$ cat config.mk
export PLATFORM = sky130hd
export DESIGN_NAME = mmio_bridge_flat
export DESIGN_NICKNAME = d
export VERILOG_FILES = /design/src/rtl/mmio_bridge_pkg.sv /design/src/rtl/mmio_bridge_if.sv /design/src/rtl/mmio_addr_decoder.sv /design/src/rtl/mmio_bridge.sv /design/src/flat_wrapper.sv
export SDC_FILE = /design/constraint.sdc
export NUM_CORES = 1
export LEC_CHECK = 0
export ABC_AREA = 1
export BUFFER_PORTS_ARGS = -buffer_cell sky130_fd_sc_hd__buf_2
export CAP_MARGIN = 20
export CORE_MARGIN = 2
export CORE_UTILIZATION = 35
export DETAILED_ROUTE_END_ITERATION = 10
export HOLD_SLACK_MARGIN = 0.06
export PLACE_DENSITY_LB_ADDON = 0.3
export SYNTH_ARGS = -nofsm -noshare
export SYNTH_HDL_FRONTEND = slang
export SYNTH_SLANG_ARGS = --single-unit
$ cat constraint.sdc
create_clock -name clk -period 7.1 [get_ports clk]
set_clock_uncertainty 0.1 [all_clocks]
set_input_delay 0.71 -clock clk [delete_from_list [all_inputs] [get_ports clk]]
set_output_delay 0.71 -clock clk [all_outputs]
set_load 0.01 [all_outputs]
$ cat src/rtl/mmio_bridge_pkg.sv
// Shared types and default address map for the MMIO bridge.
//   state_t       : bridge FSM states
//   DEF_*         : default channel windows and write restrictions
//   DEV_*         : channel index names
//   idx_width()   : width of a channel index for a given channel count
package mmio_bridge_pkg;

    typedef enum logic [1:0] {
        IDLE,
        WAIT,
        RESP,
        ERR
    } state_t;

    localparam int DEF_NUM_DEV = 3;

    // Channel i occupies bits [i*32 +: 32].
    localparam logic [3*32-1:0] DEF_DEV_BASE = {32'h7f10, 32'h7f00, 32'h0000};
    localparam logic [3*32-1:0] DEF_DEV_SIZE = {32'h000c, 32'h000c, 32'h3000};
    localparam logic [2:0]      DEF_WORD_ONLY_MASK = 3'b110;

    localparam int DEV_DM  = 0;
    localparam int DEV_TC0 = 1;
    localparam int DEV_TC1 = 2;

    function automatic int idx_width(input int n);
        return (n > 1) ? $clog2(n) : 1;
    endfunction

endpackage

$ cat src/rtl/mmio_bridge_if.sv
// Bus bundle between the CPU data port, the bridge and its slaves.
//   slave modport  : the bridge's view (takes CPU requests and slave acks)
//   master modport : the environment's view (CPU plus slaves)
interface mmio_bridge_if #(
    parameter int NUM_DEV = 3,
    parameter int DW      = 32,
    parameter int AW      = 32
);
    logic                  cpu_req;
    logic [AW-1:0]         cpu_addr;
    logic [DW-1:0]         cpu_wdata;
    logic [DW/8-1:0]       cpu_byteen;
    logic                  cpu_ready;
    logic [DW-1:0]         cpu_rdata;
    logic                  cpu_err;
    logic [AW-1:0]         err_addr;
    logic [NUM_DEV-1:0]    dev_sel;
    logic [AW-1:0]         dev_addr;
    logic [DW-1:0]         dev_wdata;
    logic [DW/8-1:0]       dev_byteen;
    logic [NUM_DEV-1:0]    dev_ack;
    logic [NUM_DEV*DW-1:0] dev_rdata;

    modport slave (
        input  cpu_req, cpu_addr, cpu_wdata, cpu_byteen, dev_ack, dev_rdata,
        output cpu_ready, cpu_rdata, cpu_err, err_addr,
               dev_sel, dev_addr, dev_wdata, dev_byteen
    );

    modport master (
        output cpu_req, cpu_addr, cpu_wdata, cpu_byteen, dev_ack, dev_rdata,
        input  cpu_ready, cpu_rdata, cpu_err, err_addr,
               dev_sel, dev_addr, dev_wdata, dev_byteen
    );

endinterface

$ cat src/rtl/mmio_addr_decoder.sv
// Combinational address decoder for the MMIO bridge.
//   addr    : request byte address
//   byteen  : request byte enables (zero means read)
//   hit     : one-hot matching channel, lowest index wins on overlap
//   hit_idx : binary index of hit
//   illegal : no window matched, or a partial write to a word-only channel
module mmio_addr_decoder
    import mmio_bridge_pkg::*;
#(
    parameter int                     NUM_DEV        = DEF_NUM_DEV,
    parameter int                     DW             = 32,
    parameter int                     AW             = 32,
    parameter logic [NUM_DEV*AW-1:0]  DEV_BASE       = DEF_DEV_BASE,
    parameter logic [NUM_DEV*AW-1:0]  DEV_SIZE       = DEF_DEV_SIZE,
    parameter logic [NUM_DEV-1:0]     WORD_ONLY_MASK = DEF_WORD_ONLY_MASK,
    parameter int                     IDX_W          = idx_width(NUM_DEV)
) (
    input  logic [AW-1:0]      addr,
    input  logic [DW/8-1:0]    byteen,
    output logic [NUM_DEV-1:0] hit,
    output logic [IDX_W-1:0]   hit_idx,
    output logic               illegal
);

    logic [NUM_DEV-1:0] in_win;

    // One extra bit keeps base + size - 1 from wrapping at the top of the map.
    for (genvar i = 0; i < NUM_DEV; i++) begin : g_win
        logic [AW:0] base_x;
        logic [AW:0] size_x;
        logic [AW:0] last_x;
        assign base_x    = {1'b0, DEV_BASE[i*AW +: AW]};
        assign size_x    = {1'b0, DEV_SIZE[i*AW +: AW]};
        assign last_x    = base_x + size_x - (AW+1)'(1);
        assign in_win[i] = (size_x != '0) && ({1'b0, addr} >= base_x) && ({1'b0, addr} <= last_x);
    end

    always_comb begin
        hit     = '0;
        hit_idx = '0;
        for (int i = NUM_DEV - 1; i >= 0; i--) begin
            if (in_win[i]) begin
                hit     = '0;
                hit[i]  = 1'b1;
                hit_idx = IDX_W'(i);
            end
        end
        illegal = (hit == '0) ||
                  ((byteen != '0) && (|(hit & WORD_ONLY_MASK)) && (byteen != '1));
    end

endmodule

$ cat src/rtl/mmio_bridge.sv
// Handshaked MMIO bridge: routes one CPU request at a time to the slave
// whose window contains the address, waits for its ack and returns a
// registered one-cycle ready/error response.
//   clk, reset : clock, asynchronous active-high reset
//   bus        : mmio_bridge_if.slave (CPU request/response, slave select,
//                broadcast address/data/byte enables, per-slave ack/rdata,
//                err_addr of the last errored access)
// Build option: BRIDGE_TIMEOUT_EN adds a WAIT-state limit of TIMEOUT_CYCLES
// cycles, after which the access is terminated with an error.
//
// state | meaning
// IDLE  | accept and decode a request
// WAIT  | slave selected, waiting for its ack
// RESP  | cpu_ready pulse with read data
// ERR   | cpu_ready + cpu_err pulse, err_addr updated on exit
module mmio_bridge
    import mmio_bridge_pkg::*;
#(
    parameter int                     NUM_DEV        = DEF_NUM_DEV,
    parameter int                     DW             = 32,
    parameter int                     AW             = 32,
    parameter logic [NUM_DEV*AW-1:0]  DEV_BASE       = DEF_DEV_BASE,
    parameter logic [NUM_DEV*AW-1:0]  DEV_SIZE       = DEF_DEV_SIZE,
    parameter logic [NUM_DEV-1:0]     WORD_ONLY_MASK = DEF_WORD_ONLY_MASK
`ifdef BRIDGE_TIMEOUT_EN
    ,
    parameter int                     TIMEOUT_CYCLES = 16
`endif
) (
    input  logic          clk,
    input  logic          reset,
    mmio_bridge_if.slave  bus
);

    localparam int IDX_W = idx_width(NUM_DEV);

    state_t             state;
    logic [NUM_DEV-1:0] dec_hit;
    logic [IDX_W-1:0]   dec_idx;
    logic               dec_illegal;
    logic [IDX_W-1:0]   sel_idx;
    logic [AW-1:0]      cap_addr;
    logic               ack_sel;
    logic [DW-1:0]      rdata_sel;

`ifdef BRIDGE_TIMEOUT_EN
    localparam int TW = $clog2(TIMEOUT_CYCLES + 1);
    logic [TW-1:0] wait_cnt;
`endif

    mmio_addr_decoder #(
        .NUM_DEV        (NUM_DEV),
        .DW             (DW),
        .AW             (AW),
        .DEV_BASE       (DEV_BASE),
        .DEV_SIZE       (DEV_SIZE),
        .WORD_ONLY_MASK (WORD_ONLY_MASK),
        .IDX_W          (IDX_W)
    ) u_dec (
        .addr    (bus.cpu_addr),
        .byteen  (bus.cpu_byteen),
        .hit     (dec_hit),
        .hit_idx (dec_idx),
        .illegal (dec_illegal)
    );

    // Acks from unselected slaves are masked off by the held select.
    assign ack_sel   = |(bus.dev_ack & bus.dev_sel);
    assign rdata_sel = bus.dev_rdata[sel_idx*DW +: DW];

    always_ff @(posedge clk or posedge reset) begin
        if (reset) begin
            state          <= IDLE;
            sel_idx        <= '0;
            cap_addr       <= '0;
            bus.cpu_ready  <= 1'b0;
            bus.cpu_rdata  <= '0;
            bus.cpu_err    <= 1'b0;
            bus.err_addr   <= '0;
            bus.dev_sel    <= '0;
            bus.dev_addr   <= '0;
            bus.dev_wdata  <= '0;
            bus.dev_byteen <= '0;
`ifdef BRIDGE_TIMEOUT_EN
            wait_cnt       <= '0;
`endif
        end else begin
            case (state)
                IDLE: begin
                    if (bus.cpu_req) begin
                        cap_addr <= bus.cpu_addr;
                        if (dec_illegal) begin
                            bus.cpu_ready <= 1'b1;
                            bus.cpu_err   <= 1'b1;
                            bus.cpu_rdata <= '0;
                            state         <= ERR;
                        end else begin
                            sel_idx        <= dec_idx;
                            bus.dev_sel    <= dec_hit;
                            bus.dev_addr   <= bus.cpu_addr;
                            bus.dev_wdata  <= bus.cpu_wdata;
                            bus.dev_byteen <= bus.cpu_byteen;
`ifdef BRIDGE_TIMEOUT_EN
                            wait_cnt       <= '0;
`endif
                            state          <= WAIT;
                        end
                    end
                end
                WAIT: begin
`ifdef BRIDGE_TIMEOUT_EN
                    wait_cnt <= wait_cnt + TW'(1);
`endif
                    if (ack_sel) begin
                        bus.cpu_rdata <= (bus.dev_byteen != '0) ? '0 : rdata_sel;
                        bus.cpu_ready <= 1'b1;
                        bus.cpu_err   <= 1'b0;
                        bus.dev_sel   <= '0;
                        state         <= RESP;
                    end
`ifdef BRIDGE_TIMEOUT_EN
                    // wait_cnt + 1 is the number of WAIT cycles spent including this one.
                    else if (wait_cnt + TW'(1) == TW'(TIMEOUT_CYCLES)) begin
                        bus.cpu_rdata <= '0;
                        bus.cpu_ready <= 1'b1;
                        bus.cpu_err   <= 1'b1;
                        bus.dev_sel   <= '0;
                        state         <= ERR;
                    end
`endif
                end
                RESP: begin
                    bus.cpu_ready <= 1'b0;
                    state         <= IDLE;
                end
                ERR: begin
                    bus.cpu_ready <= 1'b0;
                    bus.cpu_err   <= 1'b0;
                    bus.err_addr  <= cap_addr;
                    state         <= IDLE;
                end
                default: state <= IDLE;
            endcase
        end
    end

endmodule
$ cat src/flat_wrapper.sv
// flat-port wrapper written by rule: the top's interface ports become plain ports
module mmio_bridge_flat import mmio_bridge_pkg::*;
#(
    parameter int                     NUM_DEV        = DEF_NUM_DEV,
    parameter int                     DW             = 32,
    parameter int                     AW             = 32,
    parameter logic [NUM_DEV*AW-1:0]  DEV_BASE       = DEF_DEV_BASE,
    parameter logic [NUM_DEV*AW-1:0]  DEV_SIZE       = DEF_DEV_SIZE,
    parameter logic [NUM_DEV-1:0]     WORD_ONLY_MASK = DEF_WORD_ONLY_MASK

)
  (clk, reset, bus_cpu_req, bus_cpu_addr, bus_cpu_wdata, bus_cpu_byteen, bus_dev_ack, bus_dev_rdata, bus_cpu_ready, bus_cpu_rdata, bus_cpu_err, bus_err_addr, bus_dev_sel, bus_dev_addr, bus_dev_wdata, bus_dev_byteen);
  mmio_bridge_if #(.NUM_DEV(NUM_DEV), .DW(DW), .AW(AW)) bus_i ();
  input  logic clk;
  input  logic reset;
  input wire logic [$bits(bus_i.cpu_req)-1:0] bus_cpu_req;
  input wire logic [$bits(bus_i.cpu_addr)-1:0] bus_cpu_addr;
  input wire logic [$bits(bus_i.cpu_wdata)-1:0] bus_cpu_wdata;
  input wire logic [$bits(bus_i.cpu_byteen)-1:0] bus_cpu_byteen;
  input wire logic [$bits(bus_i.dev_ack)-1:0] bus_dev_ack;
  input wire logic [$bits(bus_i.dev_rdata)-1:0] bus_dev_rdata;
  output wire logic [$bits(bus_i.cpu_ready)-1:0] bus_cpu_ready;
  output wire logic [$bits(bus_i.cpu_rdata)-1:0] bus_cpu_rdata;
  output wire logic [$bits(bus_i.cpu_err)-1:0] bus_cpu_err;
  output wire logic [$bits(bus_i.err_addr)-1:0] bus_err_addr;
  output wire logic [$bits(bus_i.dev_sel)-1:0] bus_dev_sel;
  output wire logic [$bits(bus_i.dev_addr)-1:0] bus_dev_addr;
  output wire logic [$bits(bus_i.dev_wdata)-1:0] bus_dev_wdata;
  output wire logic [$bits(bus_i.dev_byteen)-1:0] bus_dev_byteen;
  assign bus_i.cpu_req = bus_cpu_req;
  assign bus_i.cpu_addr = bus_cpu_addr;
  assign bus_i.cpu_wdata = bus_cpu_wdata;
  assign bus_i.cpu_byteen = bus_cpu_byteen;
  assign bus_i.dev_ack = bus_dev_ack;
  assign bus_i.dev_rdata = bus_dev_rdata;
  assign bus_cpu_ready = bus_i.cpu_ready;
  assign bus_cpu_rdata = bus_i.cpu_rdata;
  assign bus_cpu_err = bus_i.cpu_err;
  assign bus_err_addr = bus_i.err_addr;
  assign bus_dev_sel = bus_i.dev_sel;
  assign bus_dev_addr = bus_i.dev_addr;
  assign bus_dev_wdata = bus_i.dev_wdata;
  assign bus_dev_byteen = bus_i.dev_byteen;
  mmio_bridge #(.NUM_DEV(NUM_DEV), .DW(DW), .AW(AW), .DEV_BASE(DEV_BASE), .DEV_SIZE(DEV_SIZE), .WORD_ONLY_MASK(WORD_ONLY_MASK)) u_core (.clk(clk), .reset(reset), .bus(bus_i));
endmodule
==> impl.org, run 1 <==
** STA
- Timing would allow up to 0.357 GHz.
- Count of endpoints failing hold in the final timing report :: 0
- RSZ-0062 raised after global routing :: false
- Final setup TNS :: 0 ps
- Slew at the pin closest to its max-slew limit :: 1100 ps
- Worst hold margin :: 218 ps
- Number of max-slew violations in the final report :: 0
- Of the available clock period, the critical path in the final layout requires 0.394.
- Relative slew margins :: 0.264
- Final critical-path required period :: 2800 ps
- Number of failing setup endpoints in the final timing report :: 0

** Setup path
- The setup path with the least slack is of type input pin to register.
- Data required time at the worst endpoint :: 7300 ps
- The number of buffers and inverters on the critical path is 4.
- Endpoint class of the critical path :: register
- Among cell families on the critical path, the largest total delay comes from buffers and inverters.
- STA classifies the critical path startpoint as an input pin.
- On the critical path, the stage with the largest delay is an instance of buf_4.
- Critical path's largest stage delay :: 690 ps
- By instance count, the cell type seen most on the critical path is nand2_1.
- Arrival time reported for the critical path endpoint :: 3000 ps
- Critical-path maximum fanout :: 91
- Cell-by-cell trace of the critical path :: buf_2 -> inv_1 -> nor2_1 -> nand2_1 -> nand2_1 -> nand3_1 -> nor2_2 -> nor2_1 -> nand2_2 -> nand4_4 -> buf_4 -> inv_2 -> nand2_1 -> nand2_1

** Cells and area
- Summed area of non-filler cells in the final layout :: 9890 µm²
- The area growth from synthesis to layout is 31.9%.
- Number of nets in the layout :: 1312
- Leaving out fill and tap cells, the most frequent cell in the layout is buf_2.
- Util after Layout :: 0.471
- Layout cells sized above 1 :: 0.336
- Count of placed standard cells in the final layout, fillers left out :: 1429
- In the layout the commonest cells are buf_2 (306), nand2_1 (268), dfrtp_1 (172), nor2_1 (97), inv_1 (57).
- 0 antenna diodes ended up in the layout.

** Yosys
- Combinational family with the most area after synthesis :: simple AND/OR/NAND/NOR gates
- Adder-cell share of the synthesized area :: 0
- Synthesis inferred 173 register bits.
- Total standard cell area after synthesis :: 7500 µm²
- The number of nets handed over by synthesis was 1028.
- Xor and xnor area share after synthesis :: 0
- The share of synthesized area in the top cell type comes to 0.577.
- Simple-gate portion of the synthesized area :: 0.225
- Yosys Warn Count :: 0
- Number of distinct library cells after synthesis :: 23
- After synthesis, the share of cell area in mux cells is 0.0391.
- Post-synthesis area per instance :: 8.74 µm²
- Yosys attributes the largest share of cell area to dfrtp_1 (58%), nand2_1 (13%), nor2_1 (4.9%), mux2_2 (3.9%), o31ai_1 (3.2%).
- Most area-hungry cell type in the Yosys netlist :: dfrtp_1
- The compound-cell area share of the yosys netlist was 0.0971.
- Synthesis produced a netlist whose cell count is 858.
- Of the synthesized area, sequential elements account for 0.577.

** Die
- Die Height :: 150 µm
- For this design the top-level I/O count stands at 307.
- The die covers 22600 µm².
- Row generation in the floorplan step produced 53 rows.
- The total area inside the core boundary comes to 21000 µm².
- Initial cell density of the core :: 0.357
- The die is 150 µm wide.

** GRT
- Number of global-route vias before repair :: 6098
- Entering global routing, the biggest net connects 113 pins.
- The initial antenna violation count is 0.
- Total grt overflow :: 0
- First-pass GRT wire length :: 31.5 mm
- Gr usage total :: 0.178

** CTS
- Number of hold-repair buffers added at the cts stage :: 0
- Maximum clock insertion buffer count :: 2
- Clock-pin slew on the worst setup and hold paths :: 60 ps
- Once the clock tree was built, the setup fixing pass inserted 0 buffers.
- In this run the number of H-tree levels came out at 4.
- Cell at the root of the clock tree :: clkbuf_16
- Post-CTS repair changed the size of 0 cells.
- TritonCTS clock tree :: done
- CTS saw 173 sinks.
- Clock latency reported for the late side of the worst-skew pair :: 420 ps
- The number of clock buffers added by TritonCTS is 17.

** Drt
- Highest metal layer with signal wires :: met4
- First DRT Iteration DRCs :: 271
- In the routed design, unresolved DRC markers number 0.
- Metal3 WL :: 1.49 mm
- Met1 layer wirelength in the final routing :: 8.86 mm
- Total via count in the routed design :: 6549
- After detailed routing, the total wire length is 20.3 mm.
- Number of iterations in the first detailed-routing pass :: 5
- After detailed routing, the number of vias per cell comes to 4.58.
- Count of antenna-violating nets left after detailed routing :: 0
- Dividing the detail-routed wire length by the instance count gives 14.2 µm.
- Summed over all nets, wire length on met2 after detailed routing comes to 9.66 mm.

** Place
- Placed Cells :: 1396
- DPL Wire Length :: 14.5 mm
- Final RePlAce weighted congestion :: 0.762
- Summing all placed instances gives a cell area of 9230 µm².
- Port buffering added 306 buffers.

** Power
- Cell leakage power :: 5.80 nW
- Power density over the cells :: 209 nW/µm²
- VDD sags by at most 0.150 mV.

** Flow run
- Count of max-cap constraint violations :: 0

** Run status
- Status :: completed

** Min path
- The path class of the tightest hold or removal check is input pin to asynchronous set/reset pin.
[Yosys cell counts]
master    count
nand2_1     269
dfrtp_1     173
nor2_1       97
inv_1        58
o21ai_0      47
nand3_1      44
clkbuf_1     34
o21ai_1      34
o31ai_1      32
mux2_2       26
a21oi_1      11
buf_1         5
buf_2         5
buf_6         5
nor2_2        5
inv_2         3
nand2_2       3
a22oi_1       2
nand3_2       1
nand4_4       1
nor3_1        1
nor3_2        1
o22ai_2       1
[kinds of logic after synthesis]
kind of cell / count (synthesis)
DFF: 173
AOI/OAI and AO/OA: 127
and+or+nand+nor: 422
buffers and inverters: 110
muxes: 26
[power by group]
group | leakage (nW) | switching, mW | internal, mW
Clock | 0.294 | 0.410 | 0.574
Combinational | 3.15 | 0.0531 | 0.0452
Sequential | 2.36 | 0 | 0.985
[metrics by stage]
| step | power [mW] | worst slack [ps] |
|---|---|---|
| CTS | 2.10 | 4320 |
| detailed placement | 1.10 | 3870 |
| global route | 2.15 | 3980 |
| finish | 2.07 | 4300 |
| floorplan | 1.04 | 1600 |
| global placement | 1.10 | 3930 |
[registers in the layout (all words and copies together) (netlist names)]
register	count
u_core.bus.cpu_err	1
u_core.bus.cpu_rdata	32
u_core.bus.cpu_ready	1
u_core.bus.dev_addr	32
u_core.bus.dev_byteen	4
u_core.bus.dev_sel	3
u_core.bus.dev_wdata	32
u_core.bus.err_addr	32
u_core.cap_addr	32
u_core.sel_idx	2
u_core.state	2
[routing by layer]
layer | vias to the layer above | global-route usage
met5 | - | 0
met2 | 213 | 0.289
met4 | 0 | 0.0552
met1 | 3009 | 0.232
met3 | 26 | 0.0467
li1 | 3301 | -
[cell type report]
class                      count  area, µm²
fill                        2080      11100
sequential                   173       4330
multi-input combinational    575       2720
timing repair buffer         314       1640
clock buffer                  19        443
tap                          275        344
inverter                      61        234
clock inverter                12        175
[final timing paths]
check / slack (ps) / start / cells after the start / end
worst min register to register: 360 / u_core.bus.dev_addr[26] / 2 / u_core.bus.dev_addr[26]
min in group clk: 360 / u_core.bus.dev_addr[26] / 2 / u_core.bus.dev_addr[26]
worst max-delay path: 4300 / bus_cpu_addr[3] / 14 / u_core.bus.dev_wdata[31]
worst min-delay path: 220 / reset / 2 / u_core.bus.dev_wdata[27]
worst max register to register: 4790 / u_core.state[1] / 6 / u_core.bus.dev_wdata[31]
max in group asynchronous: 5220 / reset / 4 / u_core.bus.dev_wdata[31]
(Power assumes the default switching activity.)
==> run 2, diff against run 1 <==
==> constraint.sdc (replaced) <==
create_clock -name clk -period 2.5 [get_ports clk]
set_clock_uncertainty 0.1 [all_clocks]
set_input_delay 0.25 -clock clk [delete_from_list [all_inputs] [get_ports clk]]
set_output_delay 0.25 -clock clk [all_outputs]
set_load 0.01 [all_outputs]
==> impl.org, run 2 (synthesis gave the netlist of run 1 again) <==
** Cells and area
- Most frequent cells in the layout :: buf_2 (306), nand2_1 (268), dfrtp_1 (172), nor2_1 (97), dlygate4sd3_1 (70)
- Storage cell area :: 4330 µm²
- Antenna cell count :: 0
- The multi-input combinational cells in the finished layout cover a total of 2720 µm².
- Layout cells sized above 1 :: 0.323
- Number of nets in the layout :: 1390
- Area Growth Syn to Fin :: 41.7%
- Leaving out filler cells and counting taps, the final layout contains 1508.
- Filler cell count :: 1998
- Leading cell type in the layout, fill and taps excluded :: buf_2

** Drt
- Routed length per instance :: 14.1 µm
- DRC violation count after routing :: 0
- First DRT Iteration DRCs :: 295
- Number of iterations in the first detailed-routing pass :: 7
- The detailed router placed 6902 vias in this run.
- In this run the remaining antenna-violating nets after routing total 0.
- Via density per instance :: 4.58
- After detailed routing, the total wire length is 21.2 mm.

** Setup path
- Arrival time reported for the critical path endpoint :: 2450 ps
- Reg2reg start :: u_core.state[1]
- Path depth of the worst reg2reg path :: 6
- STA puts the critical path data required time at 2690 ps.
- In this run the worst path has a maximum fanout of 61.
- The endpoint identified for the worst register-to-register timing path is u_core.bus.cpu_rdata[1].
- The worst setup path is launched from an input pin.
- The critical path is of the input pin to register type.
- The worst setup path is captured at a register.
- Minimum setup slack among reg-to-reg paths :: 480 ps

** Run status
- Status :: completed

** STA
- Measured against its own limit, the worst slew margin works out to 0.489.
- Of the available clock period, the critical path in the final layout requires 0.904.
- Count of endpoints failing hold in the final timing report :: 0
- Setup violations remaining at the end of the flow were counted as 0.
- RSZ-0062 raised after global routing :: false
- Highest clock rate :: 0.443 GHz
- After layout, the minimum clock period comes to 2260 ps.
- At the pin with the least slew margin, the transition time is 764 ps.
- The number of pins exceeding their max-slew limit in the final report came to 0.
- Setup total negative slack on the finished layout was measured at 0 ps.

** GRT
- The initial antenna violation count is 0.
- Gr usage total :: 0.185
- The first global-routing pass estimated 33.0 mm of wire.
- The number of global-route vias before repair was 6462.
- Entering global routing, the biggest net connects 72 pins.
- After global routing the overflow that remains totals 0.

** Die
- The die covers 22600 µm².
- The floorplan step set the die width to 150 µm.
- For this configuration, the core starts out at a cell density of 0.357.
- Ports placed on the boundary :: 307
- The floorplan has 53 rows.
- In this run the standard cell core region covers 21000 µm².
- Die Height :: 150 µm

** CTS
- The clock passes through at most 2 buffers.
- CTS built an H-tree with a depth of 4.
- The tree built by TritonCTS fans out to 173 sinks.
- TritonCTS clock tree :: done
- Clock-pin slew on the worst setup and hold paths :: 70 ps
- The tree is rooted in a clkbuf_16.
- In this run, CTS created clock tree buffers numbering 17.
- The later pin in the worst-skew pair is clocked with a latency of 430 ps.

** Power
- Of the total power, combinational logic draws 0.064.
- Of the total power, the clock network draws 0.451.
- Cell leakage power :: 6.11 nW
- Sequential fraction of design power :: 0.485
- Of the total power, the share spent switching nets is 0.244.
- Max IR drop VDD :: 0.423 mV
- Total power :: 5.76 mW
- Power density over the cells :: 542 nW/µm²
- The internal power of the cells totals 4.35 mW.
- Switching Power :: 1.41 mW

** Place
- Final RePlAce weighted congestion :: 0.780
- The number of placed instances, taps included, is 1406.
- I/O Buffers :: 306
- DPL Wire Length :: 14.8 mm

** Flow run
- Max-cap violations in this run came to 0.

** Min path
- Startpoint of the most critical hold path :: bus_cpu_addr[15]
- For hold timing, the worst endpoint is u_core.cap_addr[15].
- Type of the tightest min-delay check :: input pin to register
- The worst hold path was traced through 3 stages.
## run 2: cell types whose count changed in the layout (fill, tap and decap cells not counted), sizes merged
cell | before | now
dlygate4sd3 | 0 | 70
buf | 314 | 322
clkinv | 0 | 5
bufinv | 3 | 0
clkbuf | 19 | 18
clkinvlp | 3 | 2
inv | 67 | 68
## run 2: worst max-delay path by stage
stage               cells after the start                  endpoint  slack, ps        startpoint
finish                                 11    u_core.bus.dev_addr[7]        240  bus_cpu_addr[25]
global route                           13    u_core.bus.dev_addr[6]         50  bus_cpu_addr[18]
global placement                       10    u_core.bus.dev_addr[8]        390  bus_cpu_addr[22]
detailed placement                     13  u_core.bus.dev_wdata[28]        330  bus_cpu_addr[25]
CTS                                    14  u_core.bus.dev_wdata[28]        240  bus_cpu_addr[25]
floorplan                               1        u_core.bus.cpu_err        -60             reset
## run 2: worst max-delay path, stage by stage
cell,delay [ps]
dlygate4sd3_1,530
buf_2,130
nor2_1,100
nand2_1,60
nor2_1,220
nand3_1,180
o22ai_2,240
nand4_4,160
buf_4,340
nand2_1,130
o21ai_1,60
## run 2: area by class of cell
| class | instances | area share |
|---|---|---|
| Clock buffer | 18 | 0.0413 |
| Inverter | 61 | 0.0219 |
| Clock inverter | 14 | 0.0134 |
| Tap cell | 275 | 0.0324 |
| Multi-Input combinational cell | 575 | 0.256 |
| Timing Repair Buffer | 392 | 0.227 |
| Sequential cell | 173 | 0.408 |
## run 2: repair_timing
item                                   in CTS  in global routing
setup endpoints to repair                   0                  0
gates resized for setup                     0                  0
endpoints found under the hold margin     105                  0
setup buffers                               0                  0
hold buffers                               70                  0
## run 2: metrics by stage
| stage | setup slack, ps | utilization | hold WS (ps) | instance area [µm²] |
|---|---|---|---|---|
| floorplan | -60.7 | - | 260 | 7500 |
| CTS | 237 | 0.505 | 62.6 | 10600 |
| global placement | 387 | 0.444 | 262 | 9340 |
| finish | 241 | 0.505 | 68.5 | 10600 |
| global route | 48.8 | 0.505 | 93.6 | 10600 |
| detailed placement | 327 | 0.444 | 260 | 9340 |
## run 2: routing by layer
| metal | track usage | up-vias | share of wire | routed length [µm] |
|---|---|---|---|---|
| li1 | - | 3465 | - | - |
| met1 | 0.242 | 3209 | 0.43 | 9220 |
| met2 | 0.308 | 212 | 0.49 | 10300 |
| met3 | 0.0464 | 16 | 0.067 | 1430 |
| met4 | 0.0476 | 0 | 0.011 | 231 |
| met5 | 0 | - | 0 | 0 |
## run 2: power groups by stage
| stage | clock network, mW | logic (mW) | registers (mW) |
|---|---|---|---|
| detailed placement | 0 | 0.286 | 2.85 |
| global route | 2.81 | 0.412 | 2.80 |
| finish | 2.60 | 0.366 | 2.80 |
| floorplan | 0 | 0.105 | 2.85 |
| CTS | 2.68 | 0.371 | 2.80 |
| global placement | 0 | 0.285 | 2.85 |
==> run 3, diff against run 2 <==
--- a/config.mk
+++ b/config.mk
@@ -5,9 +5,9 @@
 export SDC_FILE = /design/constraint.sdc
 export NUM_CORES = 1
 export LEC_CHECK = 0
-export ABC_AREA = 1
 export BUFFER_PORTS_ARGS = -buffer_cell sky130_fd_sc_hd__buf_2
 export CAP_MARGIN = 20
+export CORE_ASPECT_RATIO = 0.9
 export CORE_MARGIN = 2
 export CORE_UTILIZATION = 35
 export DETAILED_ROUTE_END_ITERATION = 10
==> constraint.sdc (replaced) <==
create_clock -name clk -period 1.93 [get_ports clk]
set_clock_uncertainty 0.1 [all_clocks]
set_input_delay 0.193 -clock clk [delete_from_list [all_inputs] [get_ports clk]]
set_output_delay 0.193 -clock clk [all_outputs]
set_load 0.01 [all_outputs]
==> impl.org, run 3 <==
** Run status
- The flow ran to the end, and the final reports show no timing, DRC or antenna violations.

** Setup path
- Data arrives at the worst endpoint at 2000 ps.
- At the worst endpoint, the required time is 2130 ps.
- Critical-path maximum fanout :: 8
- STA classifies the critical path endpoint as a register.
- STA classifies the critical path startpoint as an input pin.
- WS Path Type :: input pin to register

** Cells and area
- At the end of the flow, the number of nets in the layout was 1202.
- The sequential cells in the finished layout cover a total of 4330 µm².
- Layout cells sized above 1 :: 0.462
- Leading cell type in the layout, fill and taps excluded :: buf_2
- The number of antenna diodes in the final layout is 0.
- Filler cell count :: 1778
- Most frequent cells in the layout :: buf_2 (306), dfrtp_1 (172), dlygate4sd3_1 (102), nand2_1 (98), mux2_4 (50)
- Area Growth Syn to Fin :: 51.5%
- The multi-input combinational cells in the finished layout cover a total of 2820 µm².
- Summed area of non-filler cells in the final layout :: 11300 µm²

** Yosys
- For this run, the number of Yosys warnings is 0.
- Leading cell types by total area after synthesis :: dfrtp_1 (58%), mux2_4 (10%), nand2_1 (5.0%), mux2_2 (4.9%), mux2i_1 (4.3%)
- The number of different library cells used by synthesis comes to 43.
- dfrtp_1 is the most common cell in the netlist.
- Of the post-synthesis cell area, the dominant cell type holds 0.583.
- Synthesis inferred 173 register bits.
- Counting flops with an async set or reset pin after synthesis yields a share of 1.00.
- For this run, the register share of the synthesized area comes to 0.583.
- Syn nets :: 758
- In the synthesized netlist, the cells that appear most often are dfrtp_1 (173), nand2_1 (99), mux2_4 (50), nor2_1 (37), a21oi_1 (34).
- Counting every instance in the synthesized netlist gives 588.
- Yosys mapped a number of flops with a built-in enable equal to 0.
- Total standard cell area after synthesis :: 7430 µm²
- A synthesized cell averages 12.6 µm².
- Most area-hungry cell type in the Yosys netlist :: dfrtp_1
- Among all flip-flop cells after synthesis, the most frequent one is dfrtp_1.

** Power
- Switching part of the total :: 0.303
- Internal power comes to 7.32 mW.
- Clock network fraction of total power :: 0.316
- Sequential fraction of design power :: 0.441
- Across the VDD grid, the largest voltage drop is 0.672 mV.
- The share of total power dissipated in combinational logic is 0.244.
- Switching Power :: 3.18 mW
- Cell leakage power :: 6.13 nW
- In this run the power density over the cells is 933 nW/µm².
- Overall power consumption after layout is estimated at 10.5 mW.

** CTS
- Maximum clock insertion buffer count :: 2
- TritonCTS built the clock tree.
- # clock sinks :: 173
- Buffers inserted during clock tree synthesis total 17.
- Clock tree synthesis selected as its root buffer the cell clkbuf_16.
- The H-tree generated during clock tree synthesis spans 4 levels.
- Clock-pin slew on the worst setup and hold paths :: 70 ps
- Clock latency reported for the late side of the worst-skew pair :: 420 ps

** STA
- Highest clock rate :: 0.557 GHz
- Setup repair after global routing left no endpoint under its margin.
- Setup violations remaining at the end of the flow were counted as 0.
- Slew at the pin closest to its max-slew limit :: 523 ps
- Number of max-slew violations in the final report :: 0
- Adding up every negative setup slack in the final design gives 0 ps.
- The worst path meets setup with 136 ps of slack.
- Final worst-path cycle share :: 0.929
- Relative slew margins :: 0.651
- Count of endpoints failing hold in the final timing report :: 0
- The worst path in the final design needs a cycle of 1790 ps, including I/O delays and setup.

** Place
- At the end of routability-driven placement, the weighted congestion stood at 0.752.
- During placement, the flow inserted port buffers numbering 306.
- In this run the cell area measured after placement is 9510 µm².
- At the placement stage, the worst setup path has a slack of -266 ps.
- DPL Wire Length :: 14.3 mm

** Min path
- Type of the tightest min-delay check :: input pin to register

** GRT
- The number of global-route vias before repair is 6256.
- The first global-routing pass estimated 32.3 mm of wire.
- For this run the aggregate overflow at the end of global routing stands at 0.
- In the global route stage, overall resource usage came out at 0.186.
- Entering global routing, the biggest net connects 94 pins.
- The initial antenna violation count came to 0.

** Die
- Die Height :: 142 µm
- Die Outline Area :: 22400 µm²
- Site row count :: 50
- Measured along the x axis, the die boundary spans 158 µm.
- Initial cell density of the core :: 0.357
- Pin placement for this block handled 307 I/O pins.
- The total area inside the core boundary comes to 20800 µm².

** Drt
- The first routing iteration left 258 violations.
- For this run, design rule violations remaining after detail routing come to 0.
- Dividing the detail-routed via count by the number of cells gives 4.63.
- Before antenna repair, the detailed router went through 4 iterations.
- Dividing the detail-routed wire length by the instance count gives 16.3 µm.
- Count of antenna-violating nets left after detailed routing :: 0
- Routed wire length :: 21.7 mm
- Across all layers, the routed design uses 6154 vias.

** Flow run
- Count of max-cap constraint violations :: 0
==> run 3: changes by cell type in the layout (fill, tap and decap cells not counted), moves of 33 or more <==
cell | before | now
inv_1 | 57 | 5
nand2_1 | 268 | 98
mux2_4 | 0 | 50
o21ai_1 | 34 | 1
nand3_1 | 44 | 1
o21ai_0 | 47 | 0
nor2_1 | 97 | 35
==> run 3: critical path, stage by stage <==
cell       delay (ps)
buf_2             110
nor4_1            270
buf_4             160
nand4_1           140
and2b_1           260
and3_4            230
buf_12            150
clkbuf_16         170
mux2_4            300
==> run 3: layout make-up <==
class                           instances  area share
Timing Repair Buffer                  463       0.281
Clock inverter                         13      0.0120
Tap cell                              286      0.0318
Clock buffer                           18      0.0381
Inverter                                6     0.00234
Sequential cell                       173       0.385
Multi-Input combinational cell        371       0.250
==> run 3: worst paths after layout <==
path | to | cells after the start | slack (ps) | from
setup reg to reg | u_core.bus.dev_wdata[3] | 6 | 180 | u_core.state[0]
max in group asynchronous | u_core.bus.err_addr[3] | 4 | 920 | reset
hold / removal | u_core.bus.cpu_rdata[21] | 5 | 90 | bus_dev_rdata[85]
setup / recovery | u_core.bus.dev_wdata[3] | 9 | 140 | bus_cpu_addr[26]
hold reg to reg | u_core.cap_addr[4] | 2 | 370 | u_core.cap_addr[4]
min in group asynchronous | u_core.bus.err_addr[26] | 4 | 360 | reset
==> run 3: metal layers <==
| layer | vias to the layer above | global-route usage | part of all wire | wire length, µm |
|---|---|---|---|---|
| li1 | 2938 | - | - | - |
| met1 | 2992 | 0.219 | 0.42 | 9120 |
| met2 | 206 | 0.337 | 0.50 | 10900 |
| met3 | 18 | 0.0478 | 0.062 | 1350 |
| met4 | 0 | 0.0512 | 0.015 | 316 |
| met5 | - | 0 | 0 | 0 |
==> run 3: timing repair <==
| item | CTS | global route |
|---|---|---|
| hold buffers | 102 | 4 |
| endpoints found under the setup margin | 0 | 58 |
| gates resized for setup | 0 | 6 |
| buffers inserted | 0 | 5 |
| endpoints found under the hold margin | 292 | 4 |
==> run 3: power by group through the flow <==
stage / combinational (mW) / clock (mW) / sequential [mW]
after floorplan: 1.29 / 0 / 4.79
after global placement: 2.38 / 0 / 4.67
after detailed placement: 2.42 / 0 / 4.70
after CTS: 2.60 / 3.43 / 4.63
after global routing: 2.82 / 3.59 / 4.72
final: 2.56 / 3.31 / 4.63
==> run 3: metrics by stage <==
step                      utilization  instances  hold slack [ps]
after CTS                       0.533       1323             70.6
after detailed placement        0.457       1190              287
after global placement          0.457       1190              283
final                           0.540       1330             91.2
after floorplan                     -        588              198
after global routing            0.540       1330             86.4
==> run 3: logic make-up (layout without fill, tap and decap cells) <==
family,count (synthesis),count (layout),share of synthesized area
buffers and inverters,44,500,0.0408
flip-flops,173,173,0.583
AND/OR/NAND/NOR,177,177,0.106
multiplexers,115,115,0.194
AO/OA/AOI/OAI,79,79,0.0758
